==> src/rtl/alu_exec_unit_if.sv <==
// Execute-stage bus between decode and the ALU: control/operands in, result and zero flag out.
interface alu_exec_unit_if #(
    parameter int unsigned WIDTH = 32
);
    logic [1:0]       ALUop;
    logic [5:0]       funct;
    logic [WIDTH-1:0] input1;
    logic [WIDTH-1:0] input2;
    logic [3:0]       ALUctrl;
    logic [WIDTH-1:0] out;
    logic             Zero;

    modport master (
        output ALUop,
        output funct,
        output input1,
        output input2,
        input  ALUctrl,
        input  out,
        input  Zero
    );

    modport slave (
        input  ALUop,
        input  funct,
        input  input1,
        input  input2,
        output ALUctrl,
        output out,
        output Zero
    );
endinterface

==> src/rtl/alu_exec_unit.sv <==
// MIPS-style ALU control decoder feeding a WIDTH-bit integer ALU.
// The result and zero flag are registered, giving one cycle of latency.
module alu_exec_unit #(
    parameter int unsigned WIDTH = 32
) (
    input  logic          clk,
    input  logic          rst,
    alu_exec_unit_if.slave bus
);
    localparam logic [3:0] CTRL_AND = 4'b0000;
    localparam logic [3:0] CTRL_OR  = 4'b0001;
    localparam logic [3:0] CTRL_ADD = 4'b0010;
    localparam logic [3:0] CTRL_SUB = 4'b0110;
    localparam logic [3:0] CTRL_SLT = 4'b0111;
    localparam logic [3:0] CTRL_NOR = 4'b1100;
    localparam logic [3:0] CTRL_BAD = 4'b1111;

    logic [3:0]       ctrl;
    logic [WIDTH-1:0] result;
    logic [WIDTH-1:0] out_q;
    logic             zero_q;

    // Control decode: memory ops add, branches subtract, R-type uses funct.
    always_comb begin
        ctrl = CTRL_BAD;
        unique case (bus.ALUop)
            2'b00: ctrl = CTRL_ADD;
            2'b01,
            2'b11: ctrl = CTRL_SUB;
            2'b10: begin
                unique case (bus.funct)
                    6'b100000: ctrl = CTRL_ADD;
                    6'b100010: ctrl = CTRL_SUB;
                    6'b100100: ctrl = CTRL_AND;
                    6'b100101: ctrl = CTRL_OR;
                    6'b101010: ctrl = CTRL_SLT;
                    6'b100111: ctrl = CTRL_NOR;
                    default:   ctrl = CTRL_BAD;
                endcase
            end
            default: ctrl = CTRL_BAD;
        endcase
    end

    // Datapath; unsupported codes yield zero.
    always_comb begin
        result = '0;
        unique case (ctrl)
            CTRL_AND: result = bus.input1 & bus.input2;
            CTRL_OR:  result = bus.input1 | bus.input2;
            CTRL_ADD: result = bus.input1 + bus.input2;
            CTRL_SUB: result = bus.input1 - bus.input2;
            CTRL_SLT: result = ($signed(bus.input1) < $signed(bus.input2)) ? WIDTH'(1) : '0;
            CTRL_NOR: result = ~(bus.input1 | bus.input2);
            default:  result = '0;
        endcase
    end

    // Zero is derived from the same value that loads out so the pair never disagrees.
    always_ff @(posedge clk) begin
        if (rst) begin
            out_q  <= '0;
            zero_q <= 1'b1;
        end else begin
            out_q  <= result;
            zero_q <= (result == '0);
        end
    end

    assign bus.ALUctrl = ctrl;
    assign bus.out     = out_q;
    assign bus.Zero    = zero_q;
endmodule

==> src/flat_wrapper.sv <==
// flat-port wrapper written by rule: the top's interface ports become plain ports
module alu_exec_unit_flat 
#(
    parameter int unsigned WIDTH = 32
)
  (clk, rst, bus_ALUop, bus_funct, bus_input1, bus_input2, bus_ALUctrl, bus_out, bus_Zero);
  alu_exec_unit_if #(.WIDTH(WIDTH)) bus_i ();
  input  logic clk;
  input  logic rst;
  input wire logic [$bits(bus_i.ALUop)-1:0] bus_ALUop;
  input wire logic [$bits(bus_i.funct)-1:0] bus_funct;
  input wire logic [$bits(bus_i.input1)-1:0] bus_input1;
  input wire logic [$bits(bus_i.input2)-1:0] bus_input2;
  output wire logic [$bits(bus_i.ALUctrl)-1:0] bus_ALUctrl;
  output wire logic [$bits(bus_i.out)-1:0] bus_out;
  output wire logic [$bits(bus_i.Zero)-1:0] bus_Zero;
  assign bus_i.ALUop = bus_ALUop;
  assign bus_i.funct = bus_funct;
  assign bus_i.input1 = bus_input1;
  assign bus_i.input2 = bus_input2;
  assign bus_ALUctrl = bus_i.ALUctrl;
  assign bus_out = bus_i.out;
  assign bus_Zero = bus_i.Zero;
  alu_exec_unit #(.WIDTH(WIDTH)) u_core (.clk(clk), .rst(rst), .bus(bus_i));
endmodule
==> config.mk <==
export PLATFORM = sky130hd
export DESIGN_NAME = alu_exec_unit_flat
export DESIGN_NICKNAME = d
export VERILOG_FILES = /design/src/rtl/alu_exec_unit_if.sv /design/src/rtl/alu_exec_unit.sv /design/src/flat_wrapper.sv
export SDC_FILE = /design/constraint.sdc
export NUM_CORES = 1
export LEC_CHECK = 0
export ABC_AREA = 1
export CELL_PAD_IN_SITES_DETAIL_PLACEMENT = 0
export CELL_PAD_IN_SITES_GLOBAL_PLACEMENT = 1
export CORE_ASPECT_RATIO = 1.25
export CORE_MARGIN = 3
export CORE_UTILIZATION = 44
export DETAILED_ROUTE_END_ITERATION = 6
export DONT_BUFFER_PORTS = 1
export PLACE_DENSITY = 0.79
export SLEW_MARGIN = 0
export SYNTH_ARGS = -nofsm -noshare
export SYNTH_HDL_FRONTEND = slang
export SYNTH_SLANG_ARGS = --single-unit
export TNS_END_PERCENT = 30
==> constraint.sdc <==
create_clock -name clk -period 2.5 [get_ports clk]
set_input_delay 0.125 -clock clk [delete_from_list [all_inputs] [get_ports clk]]
set_output_delay 0.125 -clock clk [all_outputs]
set_load 0.01 [all_outputs]
==> qor.json <==
{
  "final-setup-viol-count": 0,
  "fillerInstances": 2096,
  "dp.final_hpwl_um": 27100,
  "synth.distinct_cells": 42,
  "synthFlopType": "sky130_fd_sc_hd__dfxtp_1",
  "mappedNetlistArea_um2": 8190,
  "detail-route-antenna-nets": 0,
  "peakVddDrop_v": 0.000288,
  "category_of_the_most_critical_setup_path": "in -> reg",
  "timing.critical_path.mode_cell": "sky130_fd_sc_hd__nand2_1",
  "drive_above_1_share_pct": 13.5,
  "die_w_um": 128,
  "dr.first_iter.drc_count": 688,
  "cts_made_buffers": 5,
  "grt_usage_pct": 30.6,
  "final.period_utilization_pct": 90.0,
  "layoutNonFillerInstCount": 1892,
  "final_hold_viol_count": 0,
  "timing.final.ws_setup_ns": 0.250,
  "num_rows": 55,
  "place_congestion": 0.999,
  "seq_total_area_yosys_pct": 8.07,
  "finalHoldWorstSlack_ns": 0.0730,
  "htree_levels": 2,
  "cp_max_fo": 3,
  "rsz0062_at_grt": "no",
  "wl_per_cell_um": 16.5,
  "global_route.overflow_total": 0,
  "clk_path_buf_depth": 2,
  "multi_input_area_um2": 6150,
  "register_area_um2": 661,
  "cts_num_sinks": 33,
  "routed_wirelength_um": 31200,
  "setup_crit_end_kind": "register",
  "clkTransAtPathRegs_ns": 0.06,
  "post-layout-total-power_mw": 3.29,
  "grt_antenna_before_repair": 1,
  "initial_core_util_pct": 45.1,
  "maxSlewViolCount": 0,
  "synth_edf_count": 0,
  "drc": 0,
  "die_y_um": 159,
  "synth.net_count": 1735,
  "longest_individual_stage_delay_on_the_worst_path_ns": 0.40,
  "ordered_list_of_cells_on_the_worst_path": "inv_1 > ha_1 > fa_1 > inv_1 > nand2_1 > nand3_2 > nand2_1 > nand2_1 > nand2_1 > nand2_1 > nand2_1 > a21oi_1 > nor2_1 > nor2_1 > nand2_1 > nor2_1 > nand2_2 > nor2_4 > nand2_1 > nand2_1",
  "synthesis.area_per_instance_um2": 5.28,
  "design.portCount": 111,
  "postLayoutCellArea_um2": 9560,
  "detail_route.first_pass.iterations": 6,
  "synth-async-reset-ratio_pct": 0,
  "placement.io_buffers": 0,
  "numPlacedInstances": 1882,
  "placed_inst_area_um2": 9320,
  "first_global_vias": 8845,
  "grt_first_pass_wirelength_um": 47500,
  "core-area_um2": 18200,
  "timing.max_slew.rel_slack_pct": 72.0,
  "fmax_mhz": 444,
  "die_area_um2": 20300,
  "p_leak_nw": 5.81,
  "setup-tns-final_ns": 0,
  "tightest_slew_ns": 0.416,
  "p_per_area_nw_per_um2": 344,
  "cp_data_arrival_time_ns": 2.49,
  "timing.final.crit_period_ns": 2.25,
  "pre_cts_slack_ns": -0.308,
  "inserted_diodes": 0,
  "ys_ff_latch": 33,
  "status": "completed",
  "timing.hold.worst.class": "in -> reg",
  "worst_path_max_delay_cell": "sky130_fd_sc_hd__fa_1",
  "growth_of_design_area_from_synthesis_to_finish_pct": 16.8,
  "routed-via-count": 9451,
  "clock_tree_from_tritoncts": "done",
  "worst-endpoint-required_ns": 2.73,
  "drv_cap": 0,
  "clock_root_buffer_master": "sky130_fd_sc_hd__clkbuf_16",
  "fin_util_pct": 52.6,
  "ys_warn_count": 0,
  "route.detailed.vias_per_inst": 5.00,
  "grt_start_max_net_pins": 25,
  "synthesis.instances": 1551,
  "setup.worst_path.start_class": "primary input",
  "num-nets-final": 1848
}
[area by class of cell]
| cell class | instances | share of cell area (%) |
|---|---|---|
| Inverter | 308 | 12.2 |
| Timing Repair Buffer | 147 | 12.1 |
| Multi-Input combinational cell | 1169 | 64.3 |
| Clock inverter | 1 | 0.0785 |
| Tap cell | 228 | 2.98 |
| Clock buffer | 6 | 1.45 |
| Sequential cell | 33 | 6.91 |
[registers in the layout, indices dropped and copies added, names as in the netlist]
register / flops
u_core.bus.out: 32
u_core.bus.Zero: 1
[layer usage]
layer	vias to the layer above	part of all wire (%)	track usage, %
met5	-	0.042	0
met4	2	5.0	13.5
met3	68	5.0	2.89
met2	313	50	56.2
met1	4163	40	35.8
li1	4905	-	-
[final timing paths]
path           from               to  slack [ns]  cells past startpoint
max   bus_input1[0]  u_core.bus.Zero        0.25                     20
min             rst  u_core.bus.Zero        0.07                      2
[Yosys cell counts (4+ instances only)]
cell type / count / area share, %
sky130_fd_sc_hd__nor2_1: 195 / 8.9
sky130_fd_sc_hd__nand2_1: 529 / 24
sky130_fd_sc_hd__xor2_1: 16 / 1.7
sky130_fd_sc_hd__buf_6: 10 / 1.4
sky130_fd_sc_hd__nand2_2: 13 / 0.99
sky130_fd_sc_hd__dfxtp_1: 33 / 8.1
sky130_fd_sc_hd__nor3_1: 14 / 0.86
sky130_fd_sc_hd__a21oi_1: 50 / 3.1
sky130_fd_sc_hd__o21ai_0: 33 / 2.0
sky130_fd_sc_hd__nand3_1: 128 / 7.8
sky130_fd_sc_hd__o22ai_1: 4 / 0.31
sky130_fd_sc_hd__nand3b_1: 9 / 0.83
sky130_fd_sc_hd__nor2_2: 11 / 0.84
sky130_fd_sc_hd__buf_2: 25 / 1.5
sky130_fd_sc_hd__inv_2: 7 / 0.32
sky130_fd_sc_hd__inv_1: 298 / 14
sky130_fd_sc_hd__o21bai_1: 10 / 0.92
sky130_fd_sc_hd__nand4_1: 12 / 0.92
sky130_fd_sc_hd__ha_1: 108 / 17
sky130_fd_sc_hd__o21ai_1: 5 / 0.31
[power by group]
part           internal, mW  switching (mW)
clock                 0.392           0.278
sequential            0.584          0.0485
combinational         0.755            1.23
total                  1.73            1.56
[worst max-delay path: cells and delay by family]
kind            cells  cell delay (ns)
simple gates       15             1.49
buf+inv             2             0.12
fa+ha+maj           2             0.60
compound gates      1             0.13
[repair_timing]
| action | CTS | global route |
|---|---|---|
| hold buffers | 1 | 0 |
| endpoints found under the hold margin | 24 | 0 |
| pin swaps | 0 | 1 |
| setup buffers | 0 | 2 |
| gates resized for setup | 1 | 18 |
| endpoints found under the setup margin | 1 | 1 |
[placed cells by master (no fill, tap or decap), drive strengths merged, types with 16 or more instances in the layout]
cell	netlist	final
dfxtp	33	33
nor3	17	17
ha	108	108
a21oi	51	51
inv	308	308
nor2	210	210
nand2	545	545
xor2	16	16
nand3	132	132
buf	38	147
o21ai	39	39
[cells by family after synthesis]
kind of cell / synth area share [%]
buffers and inverters: 17.5
xor gates and xnor gates: 2.03
adders and majority gates: 17.0
AOI/OAI and AO/OA: 7.02
DFF: 8.07
and+or+nand+nor: 48.4
Note: power is estimated with default switching activity, not from simulation.
